==> src/rtl/cy_stream_packer.sv <==
// Narrow-to-wide stream packer: gathers RATIO DW-bit beats into one registered
// word with a lane keep mask, flushing early on a packet-last beat.
module cy_stream_packer #(
    parameter int DW    = 8,
    parameter int RATIO = 4
) (
    input  logic                i_clk,
    input  logic                i_reset,
    input  logic                i_valid,
    output logic                o_ready,
    input  logic [DW-1:0]       i_data,
    input  logic                i_last,
    output logic                o_valid,
    input  logic                i_ready,
    output logic [DW*RATIO-1:0] o_data,
    output logic [RATIO-1:0]    o_keep,
    output logic                o_last
);
    localparam int CW = (RATIO > 1) ? $clog2(RATIO) : 1;
    localparam int WW = DW * RATIO;

    logic [CW-1:0]           cnt_r;
    logic [DW*(RATIO-1)-1:0] acc_r;
    logic                    acc_en_s;
    logic                    complete_s;
    logic                    drain_s;
    logic [WW-1:0]           lanes_s;
    logic [WW-1:0]           word_s;
    logic [RATIO-1:0]        keep_s;

    // The top lane never lives in acc; padding it lets every lane be indexed uniformly.
    assign lanes_s    = {{DW{1'b0}}, acc_r};
    assign o_ready    = !o_valid || i_ready;
    assign acc_en_s   = i_valid && o_ready;
    assign complete_s = acc_en_s && ((cnt_r == CW'(RATIO - 1)) || i_last);
    assign drain_s    = o_valid && i_ready;

    // Assemble the word that a completing beat would load: stored lanes, current beat, zeros above.
    always_comb begin
        word_s = '0;
        keep_s = '0;
        for (int l = 0; l < RATIO; l++) begin
            if (CW'(l) < cnt_r) begin
                word_s[l*DW +: DW] = lanes_s[l*DW +: DW];
                keep_s[l]          = 1'b1;
            end else if (CW'(l) == cnt_r) begin
                word_s[l*DW +: DW] = i_data;
                keep_s[l]          = 1'b1;
            end else begin
                word_s[l*DW +: DW] = {DW{1'b0}};
                keep_s[l]          = 1'b0;
            end
        end
    end

    // Lane accumulation and registered output word; a completing beat overrides a drain.
    always_ff @(posedge i_clk or posedge i_reset) begin
        if (i_reset) begin
            cnt_r   <= '0;
            acc_r   <= '0;
            o_valid <= 1'b0;
            o_data  <= '0;
            o_keep  <= '0;
            o_last  <= 1'b0;
        end else if (complete_s) begin
            o_data  <= word_s;
            o_keep  <= keep_s;
            o_last  <= i_last;
            o_valid <= 1'b1;
            cnt_r   <= '0;
            acc_r   <= '0;
        end else begin
            if (acc_en_s) begin
                for (int l = 0; l < RATIO - 1; l++) begin
                    if (CW'(l) == cnt_r) begin
                        acc_r[l*DW +: DW] <= i_data;
                    end
                end
                cnt_r <= cnt_r + CW'(1);
            end
            if (drain_s) begin
                o_valid <= 1'b0;
            end
        end
    end

    cy_stream_packer_chk #(
        .DW    (DW),
        .RATIO (RATIO)
    ) u_chk (
        .clk     (i_clk),
        .rst     (i_reset),
        .o_valid (o_valid),
        .i_ready (i_ready),
        .o_ready (o_ready),
        .o_data  (o_data),
        .o_keep  (o_keep),
        .o_last  (o_last)
    );
endmodule

// Protocol checker: held output under back-pressure and a contiguous keep mask from lane 0.
module cy_stream_packer_chk #(
    parameter int DW    = 8,
    parameter int RATIO = 4
) (
    input logic                clk,
    input logic                rst,
    input logic                o_valid,
    input logic                i_ready,
    input logic                o_ready,
    input logic [DW*RATIO-1:0] o_data,
    input logic [RATIO-1:0]    o_keep,
    input logic                o_last
);
    logic stall_s;
    logic [RATIO-1:0] keep_inc_s;

    assign stall_s    = o_valid && !i_ready;
    assign keep_inc_s = o_keep + RATIO'(1);

    a_stall_hold: assert property (@(posedge clk) disable iff (rst)
        stall_s |=> (o_valid && $stable(o_data) && $stable(o_keep) && $stable(o_last)));

    a_ready_rule: assert property (@(posedge clk) disable iff (rst)
        o_ready == (!o_valid || i_ready));

    a_keep_shape: assert property (@(posedge clk) disable iff (rst)
        o_valid |-> (o_keep[0] && ((o_keep & keep_inc_s) == '0)));
endmodule

==> config.mk <==
export PLATFORM = sky130hd
export DESIGN_NAME = cy_stream_packer
export DESIGN_NICKNAME = d
export VERILOG_FILES = /design/src/rtl/cy_stream_packer.sv
export SDC_FILE = /design/constraint.sdc
export NUM_CORES = 1
export LEC_CHECK = 0
export ABC_AREA = 1
export BUFFER_PORTS_ARGS = -buffer_cell sky130_fd_sc_hd__clkbuf_2
export CAP_MARGIN = 20
export CORE_UTILIZATION = 51
export DETAILED_ROUTE_END_ITERATION = 8
export GPL_TIMING_DRIVEN = 0
export PLACE_DENSITY = 0.74
export RECOVER_POWER = 100
export SLEW_MARGIN = 20
export SYNTH_ARGS = -nofsm -noshare
export SYNTH_HDL_FRONTEND = slang
export SYNTH_SLANG_ARGS = --single-unit
==> constraint.sdc <==
create_clock -name i_clk -period 6.65 [get_ports i_clk]
set_clock_uncertainty 0.1 [all_clocks]
set_input_delay 1.33 -clock i_clk [delete_from_list [all_inputs] [get_ports i_clk]]
set_output_delay 1.33 -clock i_clk [all_outputs]
set_load 0.005 [all_outputs]
==> out/qor_table.md <==
| Step | Result | Value |
| --- | --- | --- |
| cells and area | Most frequent standard cell in the layout excluding fill and tap cells | nand2_1 |
| placed design | GPL Wtd Cong | 0.875 |
| global route | Pin count of the biggest net entering global routing | 40 |
| setup path | Slowest cell on the critical path | clkbuf_1 |
| logic synthesis | Mean area per synthesized cell | 8.35 um2 |
| sta | Part of the cycle the worst path needs | 56.5% |
| setup path | Buffers and inverters on the worst path | 3 |
| hold path | Type of the most critical hold path | flip-flop to flip-flop |
| placed design | Pre-CTS setup slack | 3.50 ns |
| clocking | Clock Pin Slew Worst Setup and Hold Paths | 0.07 ns |
| status | Outcome | complete, but fails checks |
| drt | Antenna viol nets, final | 0 |
| floorplan | Height of the chip | 78.2 um |
| sta | Slew headroom | -42.6% |
| cells and area | Commonest non-fill, non-tap cells in the layout | nand2_1, dfrtp_1, clkbuf_2 |
| status | Violations in the final reports | capacitance limit, slew limit |
| clocking | Clock sinks | 64 |
| clocking | Total clock buffers created by CTS | 9 |
| setup path | CP Max Fanout | 39 |
| drt | Drc violations | 0 |
| setup path | Nature of the critical path endpoint | asynchronous set/reset pin |
| sta | Worst-case setup margin in the final layout | 2.89 ns |
| logic synthesis | Count of distinct cell types in the synthesized netlist | 16 |
| cells and area | Fraction of final layout cells with drive strength greater than 1 | 18.0% |
| global route | Vias in the first global route | 2487 |
| clocking | Quantity of gates resized following cts | 0 |
| logic synthesis | Syn. warnings | 0 |
| floorplan | DIE AREA | 6120 um2 |
| floorplan | Starting density of the core | 53.5% |
| setup path | Worst EP arrival | 3.67 ns |
| logic synthesis | Cell count after synthesis | 355 |
| setup path | Crit-path most repeated cell | clkbuf_1 |
| sta | Tmin final | 3.76 ns |
| clocking | Cell at the root of the clock tree | clkbuf_8 |
| cells and area | Ant. Diodes | 0 |
| drt | Total vias in the final route | 2591 |
| setup path | Crit path kind | primary input to asynchronous set/reset pin |
| setup path | Critical Path Source Type | primary input |
| floorplan | Number of ports placed on the die boundary | 52 |
| placed design | HPWL after DPL | 5060 um |
| clocking | Setup fix buffers added after clock tree synthesis | 0 |
| sta | Smallest hold slack | 0.370 ns |
| drt | Final routed wirelength across all metal layers | 7090 um |
| sta | Timing-limited maximum frequency | 266 MHz |
| global route | Wire length of the first global-routing pass | 12000 um |
| setup path | Crit-path max cell delay | 1.59 ns |
| sta | Sum Neg Setup Slack | 0 ns |
| sta | RSZ-0062 raised after global routing | false |
| global route | Global-route total usage across every layer | 26.3% |
| setup path | Required time at the endpoint of the critical path | 6.56 ns |
| floorplan | Core Rows | 27 |
| clocking | Worst-case clock buffer depth | 2 |
| flow run | Maximum capacitance violations | 1 |
| cells and area | Number of nets in the layout | 437 |
| global route | Number of antenna violations at the first check in global routing | 0 |
| logic synthesis | Sequential area share after synthesis | 54.1% |
| setup path | Chain of cells forming the critical path | clkbuf_1 -> clkinvlp_2 -> clkbuf_1 |
| floorplan | X dimension of the die | 78.2 um |
| clocking | CTS tree | done |
| logic synthesis | Number of flip-flops and latches in the synthesized netlist | 64 |
| sta | Final Max Slew Viols | 40 |
| drt | Routed length per instance | 14.3 um |
| power | Worst VDD drop | 0.000230 V |
| power | Power Density | 331 nW/um2 |
| clocking | Hold_buf cts | 0 |
| clocking | Latest clock arrival within the worst-skew pair | 0.34 ns |
| drt | Vias per inst | 5.23 |
| floorplan | Placeable core region | 5540 um2 |
| clocking | Number of H-tree levels | 3 |
| sta | Number of hold violations in the final report | 0 |
| power | Cell leakage power | 1.95 nW |
| global route | Grt ovf | 0 |
| cells and area | Layout-stage area growth over the synthesis result | 17.2% |
| sta | Least-Margin Pin Slew | 2.14 ns |
| setup path | Delay-heaviest family, CP | buffers and inverters |
| drt | Number of design-rule violations left by the first detailed-router iteration | 286 |
| logic synthesis | Syn_nets | 374 |
| logic synthesis | Post-synth design cell area | 2960 um2 |
| drt | Router iterations before antenna repair | 4 |
| placed design | Port buffer count | 51 |
| sta | Number of setup violations in the final report | 0 |
[through the flow]
| step | area (um2) | utilization, % | std cells | power (mW) |
|---|---|---|---|---|
| floorplan | 2960 | - | 355 | 0.664 |
| global placement | 3310 | 59.7 | 478 | 0.761 |
| detailed placement | 3330 | 60.1 | 479 | 0.772 |
| CTS | 3560 | 64.3 | 495 | 1.17 |
| global route | 3470 | 62.7 | 495 | 1.22 |
| finish | 3470 | 62.7 | 495 | 1.15 |
[cell usage after synthesis]
cell | n | share of area (%)
ha_1 | 6 | 2.5
inv_1 | 18 | 2.3
nand4_1 | 24 | 5.1
dfrtp_1 | 64 | 54
or2_2 | 1 | 0.21
buf_4 | 10 | 2.5
nand3b_4 | 1 | 0.68
nand2_2 | 3 | 0.63
o21ai_0 | 27 | 4.6
nor2_8 | 1 | 0.68
buf_6 | 1 | 0.38
nand3_1 | 10 | 1.7
nand2_1 | 179 | 23
buf_2 | 8 | 1.4
a21oi_2 | 1 | 0.30
nor2_4 | 1 | 0.38
[routing by layer]
metal  global-route usage [%]  vias up  share of wire (%)  wire length, um
li1                         -     1257                  -                -
met1                     35.5     1221                 44             3150
met2                     39.8       94                 46             3260
met3                     5.58       19                7.1              507
met4                     13.7        0                2.5              176
met5                        0        -                  0                0
[registers in the layout (all words and copies together), names as in the netlist]
signal and flops:
o_last 1, o_keep 4, o_valid 1, cnt_r 2, o_data 32, acc_r 24
[kinds of logic after synthesis]
group,count (synthesis),share of synthesized area [%]
buffers and inverters,37,6.55
and+or+nand+nor,220,32.0
adders and majority gates,6,2.53
DFF,64,54.1
AOI/OAI and AO/OA,28,4.86
[worst reg2reg max path: cells and delay by family (launching register included)]
family                     cells  cell delay, ns
buffers and inverters          3            0.96
DFF                            1            0.41
adders and majority gates      1            0.20
and+or+nand+nor                3            0.62
[worst paths after layout]
check,startpoint,to,slack [ns],cells after the start
worst min-delay path,o_data[8],o_data[8],0.37,2
min in group asynchronous,i_reset,o_data[2],1.07,2
worst max register to register,cnt_r[0],acc_r[7],4.30,7
worst max-delay path,i_reset,o_data[18],2.89,3
worst min register to register,o_data[8],o_data[8],0.37,2
max in group i_clk,i_ready,o_ready,3.52,4
[report_power, final]
part / leakage [nW] / switching, mW / internal [mW]
logic: 0.978 / 0.162 / 0.0892
clock network: 0.123 / 0.151 / 0.246
registers: 0.853 / 0.0399 / 0.462
total: 1.95 / 0.353 / 0.797
[area by class of cell]
class / count / area [um2]
inverter: 18 / 68.8
sequential: 64 / 1600
buffer: 19 / 96.3
clock inverter: 7 / 110
fill: 516 / 2070
clock buffer: 9 / 124
multi-input combinational: 254 / 1130
timing repair buffer: 52 / 249
tap: 72 / 90.1
Power figures use the tool's default switching activity.
